--- src/rtl/cnn_pkg.sv ---
// Shared types and default geometry for the CNN scan/dense datapath.
// Provides the scan FSM state enum and default image/channel sizes.
package cnn_pkg;

  typedef enum logic {
    IDLE = 1'b0,
    RUN  = 1'b1
  } state_t;

  localparam int IMG_W_DEF = 14;
  localparam int IMG_H_DEF = 14;
  localparam int CH_DEF    = 16;

endpackage

--- src/rtl/scan_counter.sv ---
// Wrap-with-stride index counter: steps by `step`, wraps to 0 past `max`.
// Ports: clk, rst (sync, active-low), inc, clr, step, max -> value, wrap.
module scan_counter #(
  parameter int W = 5
) (
  input  logic         clk,
  input  logic         rst,
  input  logic         inc,
  input  logic         clr,
  input  logic [W-1:0] step,
  input  logic [W-1:0] max,
  output logic [W-1:0] value,
  output logic         wrap
);

  logic [W-1:0] val_q, val_d;
  logic [W:0]   sum;

  // One extra bit so value+step cannot alias below max.
  assign sum  = {1'b0, val_q} + {1'b0, step};
  assign wrap = sum > {1'b0, max};

  always_comb begin
    val_d = val_q;
    if (clr) begin
      val_d = '0;
    end else if (inc) begin
      val_d = wrap ? '0 : sum[W-1:0];
    end
  end

  always_ff @(posedge clk) begin
    if (!rst) begin
      val_q <= '0;
    end else begin
      val_q <= val_d;
    end
  end

  assign value = val_q;

endmodule

--- src/rtl/scan_addr_gen.sv ---
// Scan controller: walks channel/row/col with stride, emits indices and a
// pair of image-memory read addresses over a valid/ready handshake.
// Ports: clk, rst (sync active-low), start, abort, out_ready ->
//   out_valid, row, col, channel, addr1, addr2, last, busy, done
//   [+ stall_cnt when SCAN_STALL_CNT_EN is defined].
module scan_addr_gen
  import cnn_pkg::*;
#(
  parameter int IMG_W    = IMG_W_DEF,
  parameter int IMG_H    = IMG_H_DEF,
  parameter int CH       = CH_DEF,
  parameter int STRIDE   = 1,
  parameter int PAIR_OFF = 2,
  parameter int ADDR_W   = 8,
  parameter int IDX_W    = 5
) (
  input  logic              clk,
  input  logic              rst,
  input  logic              start,
  input  logic              abort,
  output logic              out_valid,
  input  logic              out_ready,
  output logic [IDX_W-1:0]  row,
  output logic [IDX_W-1:0]  col,
  output logic [IDX_W-1:0]  channel,
  output logic [ADDR_W-1:0] addr1,
  output logic [ADDR_W-1:0] addr2,
  output logic              last,
  output logic              busy,
  output logic              done
`ifdef SCAN_STALL_CNT_EN
  ,
  output logic [15:0]       stall_cnt
`endif
);

  localparam int COL_MAX = IMG_W - 1 - PAIR_OFF;
  localparam int ROW_MAX = IMG_H - 1;

  state_t state_q, state_d;
  logic   done_q, done_d;
  logic   run, hs, start_acc, clr_idx;
  logic   col_w, row_w, ch_w, is_last;

  assign run = (state_q == RUN);
  assign hs  = run & out_ready;

  // A start coinciding with the done pulse is deliberately dropped.
  assign start_acc = !run & start & !abort & !done_q;
  assign is_last   = col_w & row_w & ch_w;

  always_comb begin
    state_d = state_q;
    done_d  = 1'b0;
    clr_idx = 1'b0;
    unique case (state_q)
      IDLE: begin
        clr_idx = 1'b1;
        if (start_acc) begin
          state_d = RUN;
        end
      end
      RUN: begin
        if (abort) begin
          state_d = IDLE;
          clr_idx = 1'b1;
        end else if (hs & is_last) begin
          state_d = IDLE;
          done_d  = 1'b1;
        end
      end
      default: state_d = IDLE;
    endcase
  end

  always_ff @(posedge clk) begin
    if (!rst) begin
      state_q <= IDLE;
      done_q  <= 1'b0;
    end else begin
      state_q <= state_d;
      done_q  <= done_d;
    end
  end

  scan_counter #(.W(IDX_W)) u_col (
    .clk   (clk),
    .rst   (rst),
    .inc   (hs),
    .clr   (clr_idx),
    .step  (IDX_W'(STRIDE)),
    .max   (IDX_W'(COL_MAX)),
    .value (col),
    .wrap  (col_w)
  );

  scan_counter #(.W(IDX_W)) u_row (
    .clk   (clk),
    .rst   (rst),
    .inc   (hs & col_w),
    .clr   (clr_idx),
    .step  (IDX_W'(STRIDE)),
    .max   (IDX_W'(ROW_MAX)),
    .value (row),
    .wrap  (row_w)
  );

  scan_counter #(.W(IDX_W)) u_ch (
    .clk   (clk),
    .rst   (rst),
    .inc   (hs & col_w & row_w),
    .clr   (clr_idx),
    .step  (IDX_W'(1)),
    .max   (IDX_W'(CH - 1)),
    .value (channel),
    .wrap  (ch_w)
  );

  // Indices are flops, so addresses depend on state only, never on out_ready.
  assign addr1 = ADDR_W'(32'(row) * 32'(IMG_W) + 32'(col));
  assign addr2 = addr1 + ADDR_W'(PAIR_OFF);

  assign out_valid = run;
  assign busy      = run;
  assign done      = done_q;
  assign last      = run & is_last;

`ifdef SCAN_STALL_CNT_EN
  logic [15:0] stall_q, stall_d;

  always_comb begin
    stall_d = stall_q;
    if (start_acc) begin
      stall_d = '0;
    end else if (run & !out_ready & (stall_q != 16'hFFFF)) begin
      stall_d = stall_q + 16'd1;
    end
  end

  always_ff @(posedge clk) begin
    if (!rst) begin
      stall_q <= '0;
    end else begin
      stall_q <= stall_d;
    end
  end

  assign stall_cnt = stall_q;
`endif

endmodule

--- config.mk ---
export PLATFORM = sky130hd
export DESIGN_NAME = scan_addr_gen
export DESIGN_NICKNAME = d
export VERILOG_FILES = /design/src/rtl/cnn_pkg.sv /design/src/rtl/scan_counter.sv /design/src/rtl/scan_addr_gen.sv
export SDC_FILE = /design/constraint.sdc
export NUM_CORES = 1
export LEC_CHECK = 0
export BUFFER_PORTS_ARGS = -buffer_cell sky130_fd_sc_hd__buf_2
export CORE_MARGIN = 5
export CORE_UTILIZATION = 53
export CTS_CLUSTER_DIAMETER = 40
export DETAILED_ROUTE_END_ITERATION = 8
export MAX_ROUTING_LAYER = met4
export PLACE_DENSITY = 0.8
export REMOVE_ABC_BUFFERS = 1
export SLEW_MARGIN = 20
export SYNTH_ARGS = -nofsm -noshare
export SYNTH_HDL_FRONTEND = slang
export SYNTH_SLANG_ARGS = --single-unit
export TNS_END_PERCENT = 20
--- constraint.sdc ---
create_clock -name clk -period 3.9 [get_ports clk]
set_clock_uncertainty 0.1 [all_clocks]
set_input_delay 0.78 -clock clk [delete_from_list [all_inputs] [get_ports clk]]
set_output_delay 0.78 -clock clk [all_outputs]
set_load 0.05 [all_outputs]
---- Word-level counts from Yosys, hierarchy flattened ----
Index checks and enable logic that the tools add are counted.
word-level totals
  flip-flop bits (word level) ............. 17
operators by class
  add/sub/neg operators ................... 5
  $mul .................................... 1
  $lt $le $gt $ge ......................... 3
  muxes and demuxes ....................... 10
  bitwise gates (word level) .............. 12
  reductions and logical operators ........ 5
operators with widths
  kind                                                count
  adder 5 x 1 -> 6 bit, second input constant         3
  > comparator 6 x 4 -> 1 bit, second input constant  3
  2-to-1 mux 5 bit                                    3
  AND 1 bit                                           10
  adder 8 x 2 -> 8 bit, second input constant         1
  adder 8 x 5 -> 8 bit                                1
  multiplier 5 x 3 -> 7 bit, second input constant    1
  2-to-1 mux 1 bit                                    5
  one-hot mux 1 bit (2 select lines)                  2
  zero test 1 bit                                     3
  OR reduction 3 bit                                  1
  NOT 1 bit                                           2
  OR reduction 2 bit                                  1

---- Depth between registers and ports, before layout ----
  depth in word-level cells ............... 8
  mapped depth ............................ 10
  gate-level depth less buffers ........... 10

---- Hierarchy ----
A second synthesis with hierarchy kept.
unflattened totals
  cell total of the unflattened synthesis .. 254
  area total of the unflattened synthesis .. 2,240.9 µm²
modules (own cells, without submodules)
  module         instances  cells each  area each (µm²)
  scan_counter   3          57          504.2
  scan_addr_gen  1          83          728.2

---- Worst setup path before layout ----
No wires, ideal clock.
  kind .................................... register to output
  start point ............................. register u_row.val_q[2] (netlist: u_row.value[2])
  end point ............................... output addr2[7]
  arrival ................................. 4.518 ns
  required time ........................... 3.020 ns
  path slack .............................. -1.498 ns
  stages on the path, launching flop included .. 9
  cells stage by stage .................... dfxtp_1 -> fa_1 -> ha_1 -> ha_1 -> xnor2_1 -> nand2_1 -> or3b_2 -> a211oi_1 -> xor2_1
between the ends
  word-level cells in the longest chain between the ends .. 3
ends and longest elaborated chain
  item                       line                  RTL
  start: declaration         scan_counter.sv:16    logic [W-1:0] val_q, val_d;
  start signal: assignment   scan_counter.sv:36    val_q <= val_d;
  multiplier 5 x 3 -> 7 bit  scan_addr_gen.sv:120  assign addr1 = ADDR_W'(32'(row) * 32'(IMG_W) + 32'(col));
  adder 8 x 5 -> 8 bit       scan_addr_gen.sv:120
  net addr1[3]               scan_addr_gen.sv:26   output logic [ADDR_W-1:0] addr1,
  adder 8 x 2 -> 8 bit       scan_addr_gen.sv:121  assign addr2 = addr1 + ADDR_W'(PAIR_OFF);
  end: declaration           scan_addr_gen.sv:27   output logic [ADDR_W-1:0] addr2,
The timed path passes the listed nets, and every way through them passes these cells.

---- Worst setup path in the final report ----
  start point ............................. register u_row.val_q[1] (netlist: u_row.value[1])
  end point ............................... output addr2[7]
between the ends
  word-level cells in the longest chain between the ends .. 3
ends and longest elaborated chain
  item                       line
  multiplier 5 x 3 -> 7 bit  scan_addr_gen.sv:120
  adder 8 x 5 -> 8 bit       scan_addr_gen.sv:120
  adder 8 x 2 -> 8 bit       scan_addr_gen.sv:121
Every way passes these cells.

==> results.json <==
{
  "outcome": "finished, violations left",
  "violations": "negative setup slack",
  "place_ws_ns": -0.1043,
  "syn_to_final_growth_pct": 31.10,
  "min_period_ns": 4.065,
  "grt_pass1_vias": 1498,
  "rr_startpoint": "u_row.value[1]$_SDFFE_PP0P_",
  "path_class": "reg2out",
  "nets": 258,
  "antenna_found_initial": 0,
  "cts_buffer_depth": 2,
  "cp.required_ns": 3.02,
  "cp_data_arrival_time_ns": 3.19,
  "dp_hpwl_um": 3045,
  "final_area_sq_mm": 0.002036,
  "die_h_um": 64.13,
  "ys_ff_latch": 17,
  "hp-start": "u_ch.value[3]$_SDFFE_PP0P_",
  "min_path_cells": 2,
  "wl_um": 4149,
  "yosysSeqAreaShare_pct": 21.92,
  "maxSlewHeadroom_pct": 62.83,
  "syn_area_sq_mm": 0.001553,
  "setup_violations": 3,
  "syn_inst": 174,
  "worst_pin_slew_ns": 0.5517,
  "drc": 0,
  "drive_gt1_share_pct": 36.28,
  "drtIter0Drc": 70,
  "initial_core_util_pct": 55.83,
  "hold_slack_ns": 0.3952,
  "rsz0062_at_grt": "yes",
  "p_per_area_mw_per_mm2": 138.3,
  "crit_path_end_kind": "primary output",
  "maxCapViolations": 0,
  "n_antenna_cell": 0,
  "grt_max_degree": 14,
  "max_clock_freq_ghz": 0.2460,
  "num_io_pins": 40,
  "layout_setup_ws_ns": -0.1650,
  "ys_async_sr_fraction_pct": 0,
  "hold_path_end": "u_ch.value[3]$_SDFFE_PP0P_",
  "drtPass1Iterations": 4,
  "clk_root_buffer_cell": "clkbuf_4",
  "crit_family": "adder cells",
  "grt_first_pass_wirelength_um": 6520,
  "path_cells": "fa_1 -> ha_2 -> fa_2 -> ha_4 -> nand3b_1 -> nand2_2 -> and4_4 -> xnor2_4 -> xor2_1 -> buf_4",
  "power_mw": 0.2816,
  "synthFlopType": "dfxtp_1",
  "grt_usage_pct": 19.71,
  "cts_buffers": 3,
  "synth_cell_type_count": 43,
  "hp-class": "reg2reg",
  "crit_buf_inv": 1,
  "hold_buffers": 0,
  "slew_viol_final": 0,
  "r2r-end": "u_ch.value[0]$_SDFFE_PP0P_",
  "yosys_warnings": 0,
  "placementRows": 19,
  "layout.cells.most_common": "buf_2",
  "placed_area_sq_mm": 0.001838,
  "crit_fanout": 4,
  "r2r_cells": 8,
  "synth-edff-count": 0,
  "crit_cells": 10,
  "critical-path-slowest-cell": "fa_1",
  "cpPeakStageDelay_ns": 0.51,
  "clk-insertion-delay-late_ns": 0.29,
  "cts.sinks": 17,
  "syn_avg_cell_area_sq_um": 8.924,
  "via_per_inst": 5.782,
  "postRouteAntennaNets": 0,
  "place.port_buffers": 39,
  "layout_common_cells": "buf_2 (34), ha_1 (16), buf_4 (15)",
  "path_clk_slew_ns": 0.10,
  "htree_levels": 1,
  "start_kind": "flop",
  "coreArea_sq_mm": 0.002781,
  "cts_tree": "done",
  "p_leak_nw": 1.066,
  "vdd_drop_max_mv": 0.2279,
  "overflow": 0,
  "setup_tns_ns": -0.4107,
  "die-area_sq_mm": 0.004112,
  "die_w_um": 64.13,
  "wl_per_cell_um": 16.14,
  "place_congestion": 0.7974,
  "fin_crit_sh_pct": 104.2,
  "final_hold_viol_count": 0,
  "r2r_setup_slack_ns": 1.33,
  "vias": 1486
}
worst min-delay path: stages, from the launching register on:
cell and delay, ns:
dfxtp_1 0.34, nand2_1 0.06, o22ai_1 0.06
sequential cells by signal, summed over array words and instances (netlist names):
| register | count |
|---|---|
| busy | 1 |
| done | 1 |
| u_ch.value | 5 |
| u_col.value | 5 |
| u_row.value | 5 |
logic make-up after synthesis:
group	synth area share [%]
and+or+nand+nor	22.16
buffers and inverters	5.641
DFF	21.92
AOI/OAI and AO/OA	17.97
xor gates and xnor gates	8.461
adders and majority gates	23.85
worst max path at each step:
stage / end / startpoint
after floorplan: addr2[7] / u_row.value[2]$_SDFFE_PP0P_
after global placement: addr2[7] / u_row.value[1]$_SDFFE_PP0P_
after detailed placement: addr2[7] / u_row.value[1]$_SDFFE_PP0P_
after CTS: addr2[7] / u_row.value[1]$_SDFFE_PP0P_
after global routing: addr2[7] / u_row.value[1]$_SDFFE_PP0P_
final: addr2[7] / u_row.value[1]$_SDFFE_PP0P_
cells in the mapped netlist (2+ instances only):
cell type	n	area, sq um
nor3_1	7	35.03
clkbuf_1	2	7.510
and4_1	2	17.52
and3_2	2	15.01
fa_1	6	120.1
nor2_1	5	18.77
inv_1	13	48.80
and3_1	8	50.05
nand2_1	13	48.80
o21ai_0	6	30.03
buf_4	3	22.52
nand3_1	9	45.04
dfxtp_1	17	340.3
a21oi_1	10	50.05
nand4_1	3	18.77
xor2_1	7	61.31
ha_1	20	250.2
a211oi_1	2	15.01
a21o_1	3	22.52
o21ai_1	2	10.01
or3_1	3	18.77
nor2b_1	2	12.51
and2_1	2	12.51
xnor2_1	8	70.07
stage by stage:
step                      util, %  cells
after floorplan                 -    168
after global placement      66.08    250
after detailed placement    66.08    250
after CTS                   69.01    255
after global routing        73.19    257
final                       73.19    257
timing repair:
action                     4_1_cts  5_1_grt
setup endpoints to repair        6        7
resized for setup               13       21
buffers inserted                 1        2
pin swaps                        2        7
cloned                           0        0
final cells by class:
class,instances,area [sq um]
clock buffer,4,26.28
fill,202,745.7
inverter,13,48.80
multi-input combinational,138,1236
sequential,17,346.6
tap,31,38.79
timing repair buffer,54,339.1
layer usage:
metal / global-route usage (%) / vias up / wire, um
met2: 34.55 / 51 / 2270
met1: 23.79 / 705 / 1654
met5: - / - / 0
met4: 5.598 / 0 / 49
met3: 2.102 / 5 / 175
li1: - / 725 / -
power by group:
part / internal (mW) / switching (mW)
clock network: 0.0398 / 0.0556
logic: 0.00375 / 0.00829
registers: 0.173 / 0.000872
(Power assumes the default switching activity.)
